`src/rtl/risc_pkg.sv`:
```
// rtl/risc_pkg.sv - shared RAM sizing defaults and arbiter state encoding
//
// Purpose: constants and types shared by the RAM, the address mux and the
//          RAM arbiter.
// Contents:
//   RAM_AW, RAM_DW - default RAM address / data widths
//   arb_state_t    - arbiter sequencer states (IDLE, ACC, RSP)
package risc_pkg;

  localparam int RAM_AW = 8;
  localparam int RAM_DW = 8;

  typedef enum logic [1:0] {
    ARB_IDLE = 2'b00,
    ARB_ACC  = 2'b01,
    ARB_RSP  = 2'b10
  } arb_state_t;

endpackage

```
`src/rtl/rr_pick.sv`:
```
// rtl/rr_pick.sv - two-way round-robin pick with lock override
//
// Purpose: decides which port, if any, the arbiter grants in IDLE.
// Ports:
//   req0, req1 - in  access requests
//   last       - in  most recently served port
//   lock_own   - in  port 'last' holds the arbiter reserved
//   valid      - out a grant should be made
//   sel        - out port to grant (meaningful when valid=1)
module rr_pick (
  input  logic req0,
  input  logic req1,
  input  logic last,
  input  logic lock_own,
  output logic valid,
  output logic sel
);

  always_comb begin
    valid = 1'b0;
    sel   = 1'b0;
    if (lock_own) begin
      // Only the lock holder may be granted; the other port is ignored
      // even if it is the only one requesting.
      sel   = last;
      valid = last ? req1 : req0;
    end else if (req0 && req1) begin
      // Tie: serve the port that was not served most recently.
      sel   = ~last;
      valid = 1'b1;
    end else if (req0) begin
      sel   = 1'b0;
      valid = 1'b1;
    end else if (req1) begin
      sel   = 1'b1;
      valid = 1'b1;
    end
  end

endmodule

```
`src/rtl/ram_arbiter.sv`:
```
// rtl/ram_arbiter.sv - two-port round-robin arbiter for the single-port data RAM
//
// Purpose: serialises CPU (port 0) and loader (port 1) accesses through an
//          IDLE -> ACC -> RSP sequencer and drives the RAM strobes.
// Ports:
//   clk, rst                  - clock, asynchronous active-low reset
//   req*/we*/lock*/addr*/wdata* - per-port request, direction, lock, address, data
//   gnt0, gnt1                - grant, high through ACC and RSP of that port
//   done0, done1              - one-cycle completion pulse in RSP
//   rdata                     - read data, valid with done, held afterwards
//   ram_addr, ram_wdata       - latched address / write data to the RAM
//   ram_rdata                 - combinational RAM read data
//   ram_ena/ram_read/ram_write - RAM strobes, active only in ACC
module ram_arbiter
  import risc_pkg::*;
#(
  parameter int AW = RAM_AW,
  parameter int DW = RAM_DW
) (
  input  logic          clk,
  input  logic          rst,
  input  logic          req0,
  input  logic          req1,
  input  logic          we0,
  input  logic          we1,
  input  logic          lock0,
  input  logic          lock1,
  input  logic [AW-1:0] addr0,
  input  logic [AW-1:0] addr1,
  input  logic [DW-1:0] wdata0,
  input  logic [DW-1:0] wdata1,
  output logic          gnt0,
  output logic          gnt1,
  output logic          done0,
  output logic          done1,
  output logic [DW-1:0] rdata,
  output logic [AW-1:0] ram_addr,
  output logic [DW-1:0] ram_wdata,
  input  logic [DW-1:0] ram_rdata,
  output logic          ram_ena,
  output logic          ram_read,
  output logic          ram_write
);

  arb_state_t state;
  logic       sel_q;
  logic       we_q;
  logic       last;
  logic       lock_own;
  logic       pick_valid;
  logic       pick_sel;

  rr_pick u_pick (
    .req0     (req0),
    .req1     (req1),
    .last     (last),
    .lock_own (lock_own),
    .valid    (pick_valid),
    .sel      (pick_sel)
  );

  // Strobes come straight from the state register so an asynchronous reset
  // removes them immediately, mid-access.
  assign ram_ena   = (state == ARB_ACC);
  assign ram_read  = ram_ena & ~we_q;
  assign ram_write = ram_ena &  we_q;

  always_ff @(posedge clk or negedge rst) begin
    if (!rst) begin
      state     <= ARB_IDLE;
      sel_q     <= 1'b0;
      we_q      <= 1'b0;
      last      <= 1'b1;
      lock_own  <= 1'b0;
      gnt0      <= 1'b0;
      gnt1      <= 1'b0;
      done0     <= 1'b0;
      done1     <= 1'b0;
      rdata     <= '0;
      ram_addr  <= '0;
      ram_wdata <= '0;
    end else begin
      case (state)
        ARB_IDLE: begin
          if (pick_valid) begin
            sel_q     <= pick_sel;
            we_q      <= pick_sel ? we1    : we0;
            ram_addr  <= pick_sel ? addr1  : addr0;
            ram_wdata <= pick_sel ? wdata1 : wdata0;
            gnt0      <= ~pick_sel;
            gnt1      <=  pick_sel;
            state     <= ARB_ACC;
          end
        end
        ARB_ACC: begin
          if (!we_q) begin
            rdata <= ram_rdata;
          end
          done0 <= ~sel_q;
          done1 <=  sel_q;
          state <= ARB_RSP;
        end
        ARB_RSP: begin
          done0    <= 1'b0;
          done1    <= 1'b0;
          gnt0     <= 1'b0;
          gnt1     <= 1'b0;
          last     <= sel_q;
          // Lock is sampled in RSP: the holder keeps the arbiter until it
          // finishes an access with its lock input low.
          lock_own <= sel_q ? lock1 : lock0;
          state    <= ARB_IDLE;
        end
        default: state <= ARB_IDLE;
      endcase
    end
  end

endmodule

```
`config.mk`:
```
export PLATFORM = sky130hd
export DESIGN_NAME = ram_arbiter
export DESIGN_NICKNAME = d
export VERILOG_FILES = /design/src/rtl/risc_pkg.sv /design/src/rtl/rr_pick.sv /design/src/rtl/ram_arbiter.sv
export SDC_FILE = /design/constraint.sdc
export NUM_CORES = 1
export LEC_CHECK = 0
export BUFFER_PORTS_ARGS = -buffer_cell sky130_fd_sc_hd__buf_2
export CAP_MARGIN = 10
export CELL_PAD_IN_SITES_DETAIL_PLACEMENT = 1
export CELL_PAD_IN_SITES_GLOBAL_PLACEMENT = 1
export CORE_ASPECT_RATIO = 0.6
export CORE_UTILIZATION = 35
export DETAILED_ROUTE_END_ITERATION = 12
export GPL_TIMING_DRIVEN = 0
export HOLD_SLACK_MARGIN = 0.08
export PLACE_DENSITY = 0.82
export SYNTH_ARGS = -nofsm -noshare
export SYNTH_HDL_FRONTEND = slang
export SYNTH_SLANG_ARGS = --single-unit
export TNS_END_PERCENT = 10
```
`constraint.sdc`:
```
create_clock -name clk -period 2.3 [get_ports clk]
set_clock_uncertainty 0.05 [all_clocks]
set_input_delay 0.115 -clock clk [delete_from_list [all_inputs] [get_ports clk]]
set_output_delay 0.115 -clock clk [all_outputs]
set_load 0.005 [all_outputs]
```
[Yosys cells after proc, flatten, opt, wreduce, memory -nomap -nowiden]
Cells that the tools add are included.
Storage, ports and cells
  bits in registers: 34
  bits of input ports: 48
  output and inout port bits: 31
  logic and storage cells: 48
Cells by class
  equality and inequality tests: 3
  multiplexer cells: 20
  bitwise gates (word level): 6
  reductions and logical operators: 7
Operator list (count)
  $mux W8: 2
  $mux W1: 12
  $pmux W1 S2: 4
  $reduce_and A2 Y1: 3
  $not A1 Y1: 4
  $pmux W2 S2: 1
  $reduce_bool A2 Y1: 2
  $and A1 B1 Y1: 2
  $eq A2 B1 Y1 const B: 1
  $eq A2 B2 Y1 const B: 1
  $logic_not A2 Y1: 1
  $mux W2: 1
  $ne A2 B2 Y1 const B: 1
  $logic_and A1 B1 Y1: 1

[Logic depth before layout (Yosys ltp)]
  depth in word-level cells: 7
  gate-level depth with buffers: 7

[Modules after synthesis]
Synthesis repeated with hierarchy kept, for this count alone.
Second synthesis, totals
  cells, all modules: 138
  area total of the unflattened synthesis: 1640.3 um2
Modules (own cells, without submodules)
  ram_arbiter: times used 1, cells each 132, area each 1601.5 um2, sequential area each 852.1 um2
  rr_pick: times used 1, cells each 6, area each 38.8 um2, sequential area each 0.0 um2

[Worst setup path after synthesis]
Ideal clock, no wire load.
  kind: register -> register
  from: register state[0]
  to: register state[0]
  setup time: 0.125 ns
  arrival time: 1.488 ns
  data required time: 2.125 ns
  slack: 0.637 ns
  cell stages (with the launch flop): 7
  period minus slack after synthesis: 1.663 ns
  path through: dfrtp_1 -> inv_1 -> ha_1 -> buf_2 -> inv_1 -> o32a_2 -> mux2_4
On the way
  cells in the longest elaborated chain, start to end: 2
RTL lines
  start, declared: RTL line ram_arbiter.sv:45  | arb_state_t state;
  start signal, assigned: RTL line ram_arbiter.sv:70  | state <= ARB_IDLE;
  start signal, assigned: RTL line ram_arbiter.sv:92  | state <= ARB_ACC;
  start signal, assigned: RTL line ram_arbiter.sv:101  | state <= ARB_RSP;
  $eq A2 B1 Y1 / $logic_not A2 Y1 (equally long branches): RTL line ram_arbiter.sv:83  | case (state)
  $pmux W2 S2 / $ne A2 B2 Y1 (equally long branches)
Several ways; a longest one is shown, not always the timed one.
A chain may end at the register's enable or synchronous reset.

[Worst setup path after layout]
  from: register state[0]
  to: register ram_addr[2]
On the way
  cells in the longest elaborated chain, start to end: 2
RTL lines
  $logic_not A2 Y1: RTL line ram_arbiter.sv:83
  $reduce_and A2 Y1 (no line)
  end signal, assigned: RTL line ram_arbiter.sv:88  | ram_addr <= pick_sel ? addr1 : addr0;
  end, declared: RTL line ram_arbiter.sv:37  | output logic [AW-1:0] ram_addr,
Every way passes these cells.

==> impl_results.md <==
* Crit path from: state[0]
* Synth Area in XOR/XNOR at 0%
* Grt ovf at 0
* Area after DPL at 2240 um^2
* Post-route ant nets at 0
* CTS sink count at 34
* Vias per inst at 4.81
* Via count at 1697
* Cell area power density at 1260 nW/um^2
* Routed length per placed instance at 15.8 um
* Switching pwr at 1.29 mW
* Post-Syn Instances at 159
* Syn Area/Cell at 11.2 um^2
* Die Ht at 57.1 um
* H-tree depth at 2
* Ratio of cells with drive above 1 in the final layout at 42.4%
* Clock buffer count from CTS at 5
* Setup ws final at 0.0982 ns
* Post-route cell area at 2800 um^2
* Min-Delay Startpoint: req1
* Setup violators final at 0
* Layout area overhead at 58.0%
* Clock buffer depth at 2
* Final Hold Violating Endpoints at 0
* Clk_lat worst skew at 0.29 ns
* RSZ-0062 raised after global routing: no
* Post-DP HPWL at 3440 um
* Fraction of synthesized area in multiplexers at 8.61%
* Synth warn at 0
* Worst-path fanout max at 10
* Peak supply drop at 0.529 mV
* Root Buffer: clkbuf_8
* Gr usage total at 21.8%
* Crit end category: flop
* IO Pins at 79
* Max cap viols at 0
* Top cell type's share of synthesized area at 46.6%
* IO Port Bufs at 78
* Critical path class: flop to flop
* Logic gate share of total power at 55.2%
* Core area at 4710 um^2
* CTS clk-pin slew, worst paths at 0.07 ns
* Top post-synthesis cells by area: dfrtp_1, inv_1, o221ai_2, mux2_2, nand4_1
* Final Util at 59.5%
* TritonCTS clock tree: yes
* Status: finished clean
* Seq pwr share at 31.4%
* R2R depth at 8
* P_int at 2.26 mW
* Placement Setup Slack at 0.512 ns
* First-pass GRT wire length at 8790 um
* Iteration-0 DRC Markers at 48
* Adder-Cell Fraction of Synth Area at 2.82%
* Period utilization at 95.7%
* Starting Density at 37.7%
* Synth unique cells at 32
* Simple-Gate Fraction of Synth Area at 10.9%
* Post-synth EDFFs at 0
* Tmin final at 2.20 ns
* Fmax at 0.454 GHz
* Sequential share of the synthesized area at 48.1%
* Switching part of the total power at 36.3%
* Hold path depth at 3
* Slew margin rel. at 47.9%
* Std cell rows at 19
* Final std cells w/o fill at 353
* Worst EP arrival at 2.31 ns
* Min-delay worst type: input port to flop
* Final Max Slew Viols at 0
* Measured slew at the worst slew-check pin at 0.782 ns
* Yosys top cell by area: dfrtp_1
* Post-Syn Area at 1770 um^2
* Reg2reg start: state[0]
* Drc violations at 0
* Largest family of logic cells by synthesized area: compound AO/OA/AOI/OAI gates
* CP required at 2.41 ns
* Asr flop ratio synth at 100%
* Setup crit start kind: flop
* Antenna violations before repair at 0
* Largest net degree at the start of global routing at 35
* Wirelength, routed at 5560 um
* Nets at 341
* Total die area at 5360 um^2
* P_leak at 1.41 nW
* Synth Area in Compound Gates at 16.4%
* Yosys reg bits at 34
* Routability congestion estimate at 0.699
* Inserted Diodes at 0
* Clock network fraction of total power at 13.4%
* Setup TNS at 0 ns
* Vias in the first global route at 1799
* Syn_nets at 211
* Drt first pass iters at 2
* Chip width at 93.9 um
* Placed Cells at 300
* Synth Flop Type: dfrtp_1
-- state kept, by name (all words and copies together) (netlist names) --
name,flops
rdata,8
gnt1,1
gnt0,1
ram_addr,8
sel_q,1
state,2
ram_wdata,8
last,1
done1,1
done0,1
lock_own,1
we_q,1
-- routing by layer --
metal / GRT usage (%) / vias to the layer above / wire, um
met2: 37.6 / 60 / 2600
li1: - / 820 / -
met3: 4.93 / 3 / 309
met5: 0 / - / 0
met4: 3.96 / 0 / 23
met1: 28.7 / 814 / 2630
-- cell families (layout without fill, tap and decap cells) --
logic type,count (synthesis),after routing
flops,34,34
buf+inv,51,182
compound gates,27,27
simple gates,30,30
mux,13,13
fa+ha+maj,4,4
-- area by class of cell --
class                   count  area [um^2]
fillers                   545         1910
flip-flops and latches     34          852
repair buffers            123          841
multi-input cells          74          694
inverters                  40          150
plain buffers              11         90.1
clock buffers               6         82.6
well taps                  63         78.8
clock inverters             2         12.5
-- worst max-delay path: stages (launching register included) --
cell	delay, ns
dfrtp_1	0.40
inv_1	0.11
ha_1	0.15
clkbuf_4	0.19
o221a_1	0.20
buf_6	0.16
buf_12	0.15
o221ai_2	0.09
dlygate4sd3_1	0.57
-- worst paths after layout --
kind | endpoint | slack (ns)
min reg2reg | rdata[0] | 0.47
max in group asynchronous | ram_addr[6] | 1.30
min | gnt1 | 0.22
max reg2reg | ram_addr[2] | 0.1
max | ram_addr[2] | 0.1
min in group asynchronous | ram_wdata[4] | 0.39
-- stage by stage --
step	hold WS, ns	total power [mW]
after global routing	0.259	3.80
after detailed placement	0.191	2.69
final	0.216	3.54
after floorplan	-0.231	2.11
after global placement	0.185	2.62
after CTS	0.175	3.51
-- synthesized netlist by cell type, types with 2 or more instances --
cell type / n
nor2b_1: 3
buf_6: 2
nand4_1: 17
buf_1: 2
buf_2: 4
nand3b_1: 2
o221ai_1: 7
mux2_2: 10
buf_4: 2
inv_1: 40
ha_1: 4
nand2b_1: 2
o22ai_1: 2
nor2_1: 2
o221ai_2: 10
mux2_4: 2
dfrtp_1: 33
-- placed cells by master (no fill, tap or decap), types with 2 or more instances in the layout --
cell type	Yosys	final
o221ai_1	7	7
mux2_2	10	10
o22ai_1	2	2
nand4_1	17	17
nand3b_1	2	2
nand2b_1	2	2
dfrtp_1	33	33
nor2b_1	3	3
dlygate4sd3_1	0	45
mux2_4	2	2
inv_1	40	40
ha_1	4	4
o221ai_2	10	10
buf_4	2	2
nor2_1	2	2
buf_2	4	81
clkbuf_8	0	6
buf_6	2	2
clkbuf_2	0	2
-- timing repair --
action / in CTS / in global routing
setup buffers: 0 / 0
hold buffers: 45 / 0
endpoints found under the hold margin: 59 / 0
resized for setup: 0 / 4
setup endpoints to repair: 0 / 14
-- power groups by stage --
stage / Sequential, mW / Combinational (mW) / Clock (mW)
6_report: 1.11 / 1.96 / 0.473
3_3_place_gp: 1.10 / 1.52 / 0
2_1_floorplan: 1.11 / 1.01 / 0
5_1_grt: 1.15 / 2.14 / 0.514
3_5_place_dp: 1.12 / 1.57 / 0
4_1_cts: 1.11 / 1.91 / 0.491
(Power assumes the default switching activity.)
